File: config.mk
export PLATFORM = sky130hd
export DESIGN_NAME = ltm_scanout_flat
export DESIGN_NICKNAME = d
export VERILOG_FILES = /design/src/rtl/ltm_pkg.sv /design/src/rtl/ltm_scanout_if.sv /design/src/rtl/ltm_timing_gen.sv /design/src/rtl/ltm_scanout.sv /design/src/flat_wrapper.sv
export SDC_FILE = /design/constraint.sdc
export NUM_CORES = 1
export LEC_CHECK = 0
export CAP_MARGIN = 20
export CORE_MARGIN = 2
export CORE_UTILIZATION = 49
export DETAILED_ROUTE_END_ITERATION = 8
export GPL_TIMING_DRIVEN = 0
export PLACE_DENSITY_LB_ADDON = 0.15
export SYNTH_ARGS = -nofsm -noshare
export SYNTH_HDL_FRONTEND = slang
export SYNTH_SLANG_ARGS = --single-unit
export TNS_END_PERCENT = 30
File: constraint.sdc
create_clock -name clk -period 3.25 [get_ports clk]
set_clock_uncertainty 0.2 [all_clocks]
set_input_delay 0.65 -clock clk [delete_from_list [all_inputs] [get_ports clk]]
set_output_delay 0.65 -clock clk [all_outputs]
set_load 0.01 [all_outputs]
File: src/rtl/ltm_pkg.sv
// Shared types and helpers for the LTM scanout engine.
//   rgb565_t / rgb888_t : packed pixel formats
//   scan_state_e        : stream-alignment FSM encoding
//   rgb565_to_888       : bit-replicating colour expansion
//   bar_color           : colour of test-pattern bar 0..7
package ltm_pkg;

  typedef struct packed {
    logic [4:0] r;
    logic [5:0] g;
    logic [4:0] b;
  } rgb565_t;

  typedef struct packed {
    logic [7:0] r;
    logic [7:0] g;
    logic [7:0] b;
  } rgb888_t;

  typedef enum logic [1:0] {
    SYNC  = 2'd0,
    ARMED = 2'd1,
    RUN   = 2'd2,
    DRAIN = 2'd3
  } scan_state_e;

  // Replicating the MSBs into the new LSBs maps full-scale to 8'hFF.
  function automatic rgb888_t rgb565_to_888(input rgb565_t p);
    rgb888_t o;
    o.r = {p.r, p.r[4:2]};
    o.g = {p.g, p.g[5:4]};
    o.b = {p.b, p.b[4:2]};
    return o;
  endfunction

  function automatic rgb888_t bar_color(input logic [2:0] idx);
    rgb888_t o;
    case (idx)
      3'd0:    o = 24'hFFFFFF;  // white
      3'd1:    o = 24'hFFFF00;  // yellow
      3'd2:    o = 24'h00FFFF;  // cyan
      3'd3:    o = 24'h00FF00;  // green
      3'd4:    o = 24'hFF00FF;  // magenta
      3'd5:    o = 24'hFF0000;  // red
      3'd6:    o = 24'h0000FF;  // blue
      default: o = 24'h000000;  // black
    endcase
    return o;
  endfunction

endpackage

File: src/rtl/ltm_scanout_if.sv
// Pixel stream from the frame-fetch FIFO into the scanout engine.
//   pix_data  : RGB565 word
//   pix_sof   : word is the first pixel of a frame
//   pix_valid : source has a word
//   pix_ready : sink takes the word this cycle
// master = fetch side, slave = scanout side.
interface ltm_scanout_if;
  logic [15:0] pix_data;
  logic        pix_sof;
  logic        pix_valid;
  logic        pix_ready;

  modport master (output pix_data, output pix_sof, output pix_valid, input pix_ready);
  modport slave  (input pix_data, input pix_sof, input pix_valid, output pix_ready);
endinterface

File: src/rtl/ltm_timing_gen.sv
// Raster counters for the LTM panel.
//   clk, reset_n : pixel clock, synchronous active-low reset
//   h_cnt        : horizontal position (active, FP, SYNC, BP order)
//   active       : inside visible area
//   hd, vd       : active-low syncs (unregistered)
//   first_px     : position (0,0)
//   act_end      : position (0,V_ACTIVE), first clock after the visible area
module ltm_timing_gen #(
  parameter int H_ACTIVE = 800,
  parameter int H_FP     = 40,
  parameter int H_SYNC   = 1,
  parameter int H_BP     = 215,
  parameter int V_ACTIVE = 480,
  parameter int V_FP     = 22,
  parameter int V_SYNC   = 1,
  parameter int V_BP     = 22,
  localparam int H_TOTAL = H_ACTIVE + H_FP + H_SYNC + H_BP,
  localparam int V_TOTAL = V_ACTIVE + V_FP + V_SYNC + V_BP,
  localparam int HW      = $clog2(H_TOTAL),
  localparam int VW      = $clog2(V_TOTAL)
) (
  input  logic          clk,
  input  logic          reset_n,
  output logic [HW-1:0] h_cnt,
  output logic          active,
  output logic          hd,
  output logic          vd,
  output logic          first_px,
  output logic          act_end
);

  logic [VW-1:0] v_cnt;
  logic [31:0]   hx, vx;

  always_ff @(posedge clk) begin
    if (!reset_n) begin
      h_cnt <= '0;
      v_cnt <= '0;
    end else if (h_cnt == HW'(H_TOTAL - 1)) begin
      h_cnt <= '0;
      v_cnt <= (v_cnt == VW'(V_TOTAL - 1)) ? '0 : v_cnt + VW'(1);
    end else begin
      h_cnt <= h_cnt + HW'(1);
    end
  end

  // Compare in 32 bits so end-of-sync bounds equal to the total still fit.
  assign hx = 32'(h_cnt);
  assign vx = 32'(v_cnt);

  assign active   = (hx < 32'(H_ACTIVE)) && (vx < 32'(V_ACTIVE));
  assign hd       = !((hx >= 32'(H_ACTIVE + H_FP)) && (hx < 32'(H_ACTIVE + H_FP + H_SYNC)));
  assign vd       = !((vx >= 32'(V_ACTIVE + V_FP)) && (vx < 32'(V_ACTIVE + V_FP + V_SYNC)));
  assign first_px = (hx == 32'd0) && (vx == 32'd0);
  assign act_end  = (hx == 32'd0) && (vx == 32'(V_ACTIVE));

endmodule

File: src/rtl/ltm_scanout.sv
// LTM panel scanout: raster timing plus frame-aligned RGB565 stream consumer.
//   clk, reset_n           : pixel clock, synchronous active-low reset
//   pix (slave)            : RGB565 stream with start-of-frame marker
//   pattern_sel            : colour-bar override (only with LTM_SCANOUT_TEST_PATTERN_EN)
//   ltm_r/g/b, ltm_den     : registered panel data, aligned with each other
//   ltm_hd, ltm_vd         : registered active-low syncs
//   frame_start            : pulse with the first displayed pixel of a frame
//   underflow              : pulse per starved active pixel
//   err_count              : saturating underflow + misalignment count
// Build option: define LTM_SCANOUT_TEST_PATTERN_EN for the pattern_sel port.
module ltm_scanout
  import ltm_pkg::*;
#(
  parameter int H_ACTIVE = 800,
  parameter int H_FP     = 40,
  parameter int H_SYNC   = 1,
  parameter int H_BP     = 215,
  parameter int V_ACTIVE = 480,
  parameter int V_FP     = 22,
  parameter int V_SYNC   = 1,
  parameter int V_BP     = 22
) (
  input  logic             clk,
  input  logic             reset_n,
  ltm_scanout_if.slave     pix,
`ifdef LTM_SCANOUT_TEST_PATTERN_EN
  input  logic             pattern_sel,
`endif
  output logic [7:0]       ltm_r,
  output logic [7:0]       ltm_g,
  output logic [7:0]       ltm_b,
  output logic             ltm_den,
  output logic             ltm_hd,
  output logic             ltm_vd,
  output logic             frame_start,
  output logic             underflow,
  output logic [15:0]      err_count
);

  localparam int HW = $clog2(H_ACTIVE + H_FP + H_SYNC + H_BP);

  localparam logic [1:0] ST_SYNC  = SYNC;
  localparam logic [1:0] ST_ARMED = ARMED;
  localparam logic [1:0] ST_RUN   = RUN;
  localparam logic [1:0] ST_DRAIN = DRAIN;

  logic [HW-1:0] h_cnt;
  logic          active, hd_c, vd_c, first_px, act_end;

  ltm_timing_gen #(
    .H_ACTIVE(H_ACTIVE), .H_FP(H_FP), .H_SYNC(H_SYNC), .H_BP(H_BP),
    .V_ACTIVE(V_ACTIVE), .V_FP(V_FP), .V_SYNC(V_SYNC), .V_BP(V_BP)
  ) u_tg (
    .clk      (clk),
    .reset_n  (reset_n),
    .h_cnt    (h_cnt),
    .active   (active),
    .hd       (hd_c),
    .vd       (vd_c),
    .first_px (first_px),
    .act_end  (act_end)
  );

  logic pat_on;
`ifdef LTM_SCANOUT_TEST_PATTERN_EN
  localparam int BAR_W = (H_ACTIVE / 8 > 0) ? H_ACTIVE / 8 : 1;
  logic [2:0] bar_sel;
  assign pat_on  = pattern_sel;
  assign bar_sel = 3'(32'(h_cnt) / 32'(BAR_W));
`else
  logic unused_h;
  assign pat_on   = 1'b0;
  assign unused_h = &{1'b0, h_cnt};
`endif

  logic [1:0] state, nxt;
  logic       run_now, head_bad, starve, misalign, take, err_evt, ready_c;
  rgb565_t    px;
  rgb888_t    rgb_nxt, rgb_q;

  assign px = pix.pix_data;

  // ARMED behaves as RUN in the (0,0) cycle so that pixel is consumed on time.
  assign run_now  = !pat_on && ((state == ST_RUN) ||
                                (state == ST_ARMED && active && first_px));
  // Head must carry sof exactly at (0,0); otherwise it is left in place.
  assign head_bad = pix.pix_valid && (pix.pix_sof != first_px);
  assign starve   = run_now && active && !pix.pix_valid;
  assign misalign = run_now && active && head_bad;
  assign take     = run_now && active && pix.pix_valid && !head_bad;
  assign err_evt  = starve || misalign;

  always_comb begin
    nxt     = state;
    ready_c = 1'b0;
    if (pat_on) begin
      nxt = ST_SYNC;
    end else begin
      case (state)
        ST_SYNC: begin
          // Swallow everything except an sof head, which is held for ARMED.
          ready_c = !(pix.pix_valid && pix.pix_sof);
          if (pix.pix_valid && pix.pix_sof) nxt = ST_ARMED;
        end
        ST_ARMED: begin
          if (run_now) begin
            ready_c = !head_bad;
            nxt     = err_evt ? ST_DRAIN : ST_RUN;
          end
        end
        ST_RUN: begin
          ready_c = active && !head_bad;
          if (err_evt) nxt = ST_DRAIN;
        end
        default: begin
          if (act_end) nxt = ST_SYNC;
        end
      endcase
    end
  end

  // Hold ready low while reset is asserted so nothing is taken during reset.
  assign pix.pix_ready = reset_n && ready_c;

  always_comb begin
    rgb_nxt = '0;
    if (take) rgb_nxt = rgb565_to_888(px);
`ifdef LTM_SCANOUT_TEST_PATTERN_EN
    else if (pat_on && active) rgb_nxt = bar_color(bar_sel);
`endif
  end

  always_ff @(posedge clk) begin
    if (!reset_n) begin
      state       <= ST_SYNC;
      rgb_q       <= '0;
      ltm_den     <= 1'b0;
      ltm_hd      <= 1'b1;
      ltm_vd      <= 1'b1;
      frame_start <= 1'b0;
      underflow   <= 1'b0;
      err_count   <= '0;
    end else begin
      state       <= nxt;
      rgb_q       <= rgb_nxt;
      ltm_den     <= active;
      ltm_hd      <= hd_c;
      ltm_vd      <= vd_c;
      frame_start <= take && first_px;
      underflow   <= starve;
      if (err_evt && err_count != 16'hFFFF) err_count <= err_count + 16'd1;
    end
  end

  assign ltm_r = rgb_q.r;
  assign ltm_g = rgb_q.g;
  assign ltm_b = rgb_q.b;

endmodule
File: src/flat_wrapper.sv
// flat-port wrapper written by rule: the top's interface ports become plain ports
module ltm_scanout_flat import ltm_pkg::*;
#(
  parameter int H_ACTIVE = 800,
  parameter int H_FP     = 40,
  parameter int H_SYNC   = 1,
  parameter int H_BP     = 215,
  parameter int V_ACTIVE = 480,
  parameter int V_FP     = 22,
  parameter int V_SYNC   = 1,
  parameter int V_BP     = 22
)
  (clk, reset_n, ltm_r, ltm_g, ltm_b, ltm_den, ltm_hd, ltm_vd, frame_start, underflow, err_count, pix_pix_data, pix_pix_sof, pix_pix_valid, pix_pix_ready);
  ltm_scanout_if pix_i ();
  input  logic clk;
  input  logic reset_n;
  output logic [7:0] ltm_r;
  output logic [7:0] ltm_g;
  output logic [7:0] ltm_b;
  output logic ltm_den;
  output logic ltm_hd;
  output logic ltm_vd;
  output logic frame_start;
  output logic underflow;
  output logic [15:0] err_count;
  input wire logic [$bits(pix_i.pix_data)-1:0] pix_pix_data;
  input wire logic [$bits(pix_i.pix_sof)-1:0] pix_pix_sof;
  input wire logic [$bits(pix_i.pix_valid)-1:0] pix_pix_valid;
  output wire logic [$bits(pix_i.pix_ready)-1:0] pix_pix_ready;
  assign pix_i.pix_data = pix_pix_data;
  assign pix_i.pix_sof = pix_pix_sof;
  assign pix_i.pix_valid = pix_pix_valid;
  assign pix_pix_ready = pix_i.pix_ready;
  ltm_scanout #(.H_ACTIVE(H_ACTIVE), .H_FP(H_FP), .H_SYNC(H_SYNC), .H_BP(H_BP), .V_ACTIVE(V_ACTIVE), .V_FP(V_FP), .V_SYNC(V_SYNC), .V_BP(V_BP)) u_core (.clk(clk), .reset_n(reset_n), .pix(pix_i), .ltm_r(ltm_r), .ltm_g(ltm_g), .ltm_b(ltm_b), .ltm_den(ltm_den), .ltm_hd(ltm_hd), .ltm_vd(ltm_vd), .frame_start(frame_start), .underflow(underflow), .err_count(err_count));
endmodule
# Word level (Yosys, flattened, before mapping)

Cells that the tools add are included.

Muxes and demuxes: 9
$add $sub $neg: 3
$lt $le $gt $ge: 6
Reductions and logical operators: 32
Eq/ne operators: 10
Bitwise operators: 1

Operators by type and width:

| kind                                                                 | count |
|---|---|
| logical NOT 32 bit                                                   | 2 |
| < comparator 11 x 10 -> 1 bit (second input constant)                | 2 |
| < comparator 10 x 9 -> 1 bit (second input constant)                 | 2 |
| logical AND 1 bit                                                    | 18 |
| adder 16 x 1 -> 16 bit (second input constant)                       | 1 |
| != test 16 bit (second input constant)                               | 1 |
| adder 11 x 1 -> 11 bit (second input constant)                       | 1 |
| equality test 11 bit (second input constant)                         | 1 |
| greater-or-equal comparator 11 x 10 -> 1 bit (second input constant) | 1 |
| adder 10 x 1 -> 10 bit (second input constant)                       | 1 |
| equality test 10 bit (second input constant)                         | 1 |
| equality test 10 x 9 -> 1 bit (second input constant)                | 1 |
| greater-or-equal comparator 10 x 9 -> 1 bit (second input constant)  | 1 |
| two-way mux 10 bit                                                   | 1 |
| two-way mux 2 bit                                                    | 4 |
| != test 2 x 1 -> 1 bit (second input constant)                       | 3 |
| one-hot mux 2 bit (3 select lines)                                   | 1 |
| logical NOT 1 bit                                                    | 5 |
| AND reduction 4 bit                                                  | 1 |
| nonzero test 4 bit                                                   | 1 |
| one-hot mux 1 bit (3 select lines)                                   | 1 |
| equality test 2 x 1 -> 1 bit (second input constant)                 | 1 |
| equality test 2 bit (second input constant)                          | 1 |
| logical NOT 2 bit                                                    | 1 |
| 6 further kinds                                                      | 8 |

Register bits after elaboration: 68
Bits of input ports: 20
Output and inout bits: 46

# Logic depth before layout (Yosys ltp)

Depth after elaboration: 11
Mapped depth: 9

# Cells and area by module

Synthesis repeated with hierarchy kept, for this count alone.

Cells, all modules: 327
Area, all modules: 2899.0 um2

Modules (own cells, without submodules):

| module         | area an instance (um2) | seq. area each (um2) | cells an instance | times used |
|---|---|---|---|---|
| ltm_scanout    | 1749.2                 | 780.7                | 193               | 1 |
| ltm_timing_gen | 1149.9                 | 420.4                | 134               | 1 |

# Worst setup path before layout

No wires, ideal clock.

Path type: register to output
From: register u_core.u_tg.v_cnt[5]
To: output port pix_pix_ready
Setup slack: 0.535 ns
Data required time: 2.400 ns
Buffers on the path: 0
Data arrival time: 1.865 ns
Stages on the path, launching flop included: 7
Cells stage by stage: dfxtp_1 -> or4_1 -> or2_4 -> nor2_2 -> xnor2_1 -> o221ai_1 -> a21oi_1

Cells in the longest elaborated chain, start to end: 8
Elaborated cells on any way between the ends: 14

RTL lines:

| what                                                               | RTL line                                                  | RTL |
|---|---|---|
| start, declared                                                    | ltm_timing_gen.sv:32                                      | `logic [VW-1:0] v_cnt;` |
| start signal, assigned                                             | ltm_timing_gen.sv:41                                      | `v_cnt <= (v_cnt == VW'(V_TOTAL - 1)) ? '0 : v_cnt + VW'(1);` |
| < comparator 10 x 9 -> 1 bit or logical NOT 32 bit (tied branches) | ltm_timing_gen.sv:51, ltm_timing_gen.sv:54                |  |
| logical AND 1 bit, on equally long branches                        | ltm_timing_gen.sv:51, ltm_timing_gen.sv:54                |  |
| logical AND 1 bit or != test 1 bit (tied branches)                 | ltm_scanout.sv:85, ltm_scanout.sv:87                      |  |
| logical AND 1 bit, on equally long branches                        | ltm_scanout.sv:85, ltm_scanout.sv:87                      |  |
| logical OR 1 bit or logical NOT 1 bit (tied branches)              | ltm_scanout.sv:84, ltm_scanout.sv:107, ltm_scanout.sv:112 |  |
| two-way mux 1 bit or logical AND 1 bit (tied branches)             | ltm_scanout.sv:106, ltm_scanout.sv:112                    |  |
| one-hot mux 1 bit (3 select lines) *                               | ltm_scanout.sv:99                                         | `case (state)` |
| logical AND 1 bit *                                                | ltm_scanout.sv:123                                        | `assign pix.pix_ready = reset_n && ready_c;` |
| end, declared                                                      | flat_wrapper.sv:29                                        | `output wire logic [$bits(pix_i.pix_ready)-1:0] pix_pix_ready;` |

Mark *: on every way between the ends. The rest lies on a longest branch, timed or not.

# Final worst setup path

Same ends and word-level chain as after synthesis.

==> results.toml <==
[timing]
fin_crit_ns = 3.09
timing.final.max_slew_violations = 0
maxClockFrequency_mhz = 323
timing_worst_slew_pin_value_ns = 0.632
timing.slew.headroom_pct = 57.9
finalHoldWorstSlack_ns = 0.252
min_period_over_period_pct = 95.2
finalHoldViolCount = 0
setup-violations-final = 0

[power_and_ir_drop]
p_int_uw = 1290
vdd.ir_drop.worst_mv = 0.298
clock_power_share_pct = 34.7
power_frac_comb_pct = 20.9
leakage_uw = 0.00136
p_per_area_nw_per_um2 = 478
finalPower_uw = 1770
total_switching_power_uw = 479
p_seq_share_pct = 44.4
sw_frac_of_total_pct = 27.0

[floorplanning]
die-height_um = 78.6
core.rowCount = 27
fp.coreArea_um2 = 5440
ioPinCount = 66
fp.dieArea_um2 = 6170
start_util_pct = 50.1
fp.dieW_um = 78.6

[drt]
detail_route.iter0.violations = 105
route.antenna.remaining_nets = 0
drt_pre_antenna_iters = 4
avgViaCountPerCell = 5.25
vias = 2443
wl_per_cell_um = 12.7
routed_wirelength_um = 5900
drt_drc_violations_left = 0

[global_route]
gr-max-usage-layer = "met2"
grt_overflow = 0
grt_pass1_vias = 2211
initial_antenna_violation_count = 0
met2_usage_pct = 32.1
grt_pass1_wl_um = 10100
met3_usage_pct = 5.17
grt_start_max_net_pins = 11
globalRouteTotalUtil_pct = 20.8
grt_use_met1_pct = 27.1

[setup_path]
peak_per_stage_delay_on_the_critical_path_ns = 0.57
path_cells = "or4_1 -> or2_4 -> nor2_4 -> xnor2_1 -> o221ai_1 -> a21oi_1 -> buf_2"
crit_path_max_fanout = 6
timing.rr.end = "u_core.err_count[14]"
highest_delay_cell_along_the_critical_path = "sky130_fd_sc_hd__or4_1"
r2r.worst_path.cells = 9
timing.critical_path.arrival_ns = 2.24
critical_path.startpoint_type = "flip-flop"
criticalPathCategory = "flip-flop to primary output"
worstSetupEndpointType = "primary output"
reg2reg_setup_slack_ns = 0.43
critical_path_data_required_time_ns = 2.40
timing.rr.start = "u_core.u_tg.h_cnt[1]"

[clock_tree]
numCtsBuffers = 9
insertion_delay_of_the_later_clocked_pin_in_the_worst_skew_pair_ns = 0.33
ctsHtreeMaxLevel = 3
clockBufferDepth = 2
clock_sink_count = 60
cts_hold_buf = 0
clock_tree_from_tritoncts = "built"
cts_root_buf = "sky130_fd_sc_hd__clkbuf_8"
cts.clk_slew.worst_paths_ns = 0.06

[synth]
synth.lib_cells_used.distinct = 41
synth.net_count = 338
synth_sequential_area_ratio_pct = 44.1
post_synth_inst_count = 309
async_flop_share_pct = 0
synthesis.area_per_instance_um2 = 8.82
synth_flop_cell = "sky130_fd_sc_hd__dfxtp_1"
yosys_register_bits = 60
synth_area_um2 = 2730
yosys_warnings = 0
synth-edff-count = 0

[cells_and_area]
nets = 418
final_cell_area_um2 = 3700
post_route_cells_drive_above_1_share_pct = 9.16
final_core_util_pct = 68.1
post_layout_nonfiller_instances = 465
layout_commonest_cell = "sky130_fd_sc_hd__clkdlybuf4s50_1"
final_cell_mix = "sky130_fd_sc_hd__clkdlybuf4s50_1 (64), sky130_fd_sc_hd__dfxtp_1 (59), sky130_fd_sc_hd__nor2_1 (32), sky130_fd_sc_hd__nand2_1 (18), sky130_fd_sc_hd__a21oi_1 (18)"
insertedDiodeCount = 0
area_growth_pct = 36.0

[place]
placed_area_um2 = 3470
dpl.cell_count = 446
io_buffers = 65
hpwl_reported_at_the_end_of_detailed_placement_um = 4290
place.gp.congestion = 0.839

[min_path]
timing.hold.worst_endpoint = "u_core.u_tg.h_cnt[0]"
hold-path-cell-count = 1
hold_wc_path_type = "flip-flop to flip-flop"
hold_start = "u_core.u_tg.h_cnt[0]"

[flow_run]
maxCapViolations = 0

[outcome]
outcome = "finished clean"
## routing by layer
layer,vias up,routed length [um]
li1,1242,-
met1,1125,2720
met2,64,2760
met3,12,293
met4,0,128
met5,-,0
## synth_stat cells, types with 2 or more instances
library cell | count | area, um2
sky130_fd_sc_hd__xnor2_1 | 5 | 43.8
sky130_fd_sc_hd__o21ai_0 | 14 | 70.1
sky130_fd_sc_hd__buf_4 | 8 | 60.1
sky130_fd_sc_hd__nand4_1 | 16 | 100
sky130_fd_sc_hd__nand2b_1 | 2 | 12.5
sky130_fd_sc_hd__mux2i_1 | 5 | 50.1
sky130_fd_sc_hd__nor2_1 | 32 | 120
sky130_fd_sc_hd__xor2_1 | 12 | 105
sky130_fd_sc_hd__o31ai_1 | 5 | 37.5
sky130_fd_sc_hd__or3_1 | 12 | 75.1
sky130_fd_sc_hd__inv_1 | 13 | 48.8
sky130_fd_sc_hd__or4_1 | 7 | 52.6
sky130_fd_sc_hd__nor4_1 | 3 | 18.8
sky130_fd_sc_hd__ha_1 | 9 | 113
sky130_fd_sc_hd__a21oi_1 | 18 | 90.1
sky130_fd_sc_hd__nor3_1 | 4 | 20.0
sky130_fd_sc_hd__and3_1 | 7 | 43.8
sky130_fd_sc_hd__nand2_1 | 18 | 67.6
sky130_fd_sc_hd__clkbuf_1 | 7 | 26.3
sky130_fd_sc_hd__and2_1 | 17 | 106
sky130_fd_sc_hd__nand3_1 | 15 | 75.1
sky130_fd_sc_hd__dfxtp_1 | 60 | 1200
sky130_fd_sc_hd__and4_1 | 2 | 17.5
## registers in the layout, indices dropped and copies added, names as in the netlist
register and cells:
u_core.frame_start 1, u_core.ltm_vd 1, u_core.ltm_b 5, u_core.ltm_r 5, u_core.err_count 16, u_core.underflow 1, u_core.ltm_hd 1, u_core.u_tg.h_cnt 11
u_core.ltm_g 6, u_core.ltm_den 1, u_core.u_tg.v_cnt 10, u_core.state 2
## power groups by stage
stage / sequential (uW) / clock, uW / combinational (uW)
4_1_cts: 786 / 632 / 367
5_1_grt: 790 / 671 / 413
3_3_place_gp: 801 / 0 / 347
3_5_place_dp: 802 / 0 / 353
6_report: 787 / 615 / 371
2_1_floorplan: 805 / 0 / 230
## layout make-up
cell class	instances	area [um2]
clock inverters	1	5.00
multi-input cells	220	1410
well taps	72	90.1
fillers	446	1730
repair buffers	69	676
plain buffers	16	90.1
flip-flops and latches	60	1200
clock buffers	14	183
inverters	13	48.8
## how the worst max path moves through the flow
stage                               startpoint            end  cells past startpoint
after floorplan           u_core.u_tg.v_cnt[5]  pix_pix_ready                      6
after global placement    u_core.u_tg.v_cnt[5]  pix_pix_ready                      7
after detailed placement  u_core.u_tg.v_cnt[0]  pix_pix_ready                      9
after CTS                 u_core.u_tg.v_cnt[0]  pix_pix_ready                      9
after global routing      u_core.u_tg.h_cnt[1]  pix_pix_ready                      9
final                     u_core.u_tg.v_cnt[5]  pix_pix_ready                      7
## worst max-delay path: cells and delay by family, from the launching register on
kind,cells,cell delay (ns)
and+or+nand+nor,3,1.00
DFF,1,0.36
AOI/OAI and AO/OA,2,0.28
buffers and inverters,1,0.15
xor gates and xnor gates,1,0.13
## repair_timing
| item | CTS | global route |
|---|---|---|
| endpoints found under the setup margin | 1 | 1 |
| setup buffers | 3 | 1 |
| pin swaps | 3 | 3 |
| gates resized for setup | 4 | 5 |
| endpoints found under the hold margin | 0 | 0 |
## metrics by stage
step	TNS (ns)	worst slack, ns
final	0	0.156
after global routing	-0.00757	-0.00757
after CTS	0	0.0118
after detailed placement	-0.129	-0.129
after global placement	-0.0773	-0.0773
after floorplan	0	0.535
## kinds of logic after synthesis
logic type                 synth area share (%)
and+or+nand+nor                            29.1
xor gates and xnor gates                   5.46
buffers and inverters                      5.10
adders and majority gates                  4.13
muxes                                      1.84
DFF                                        44.1
AOI/OAI and AO/OA                          10.3
No activity file was read; power rests on OpenSTA's default activity.
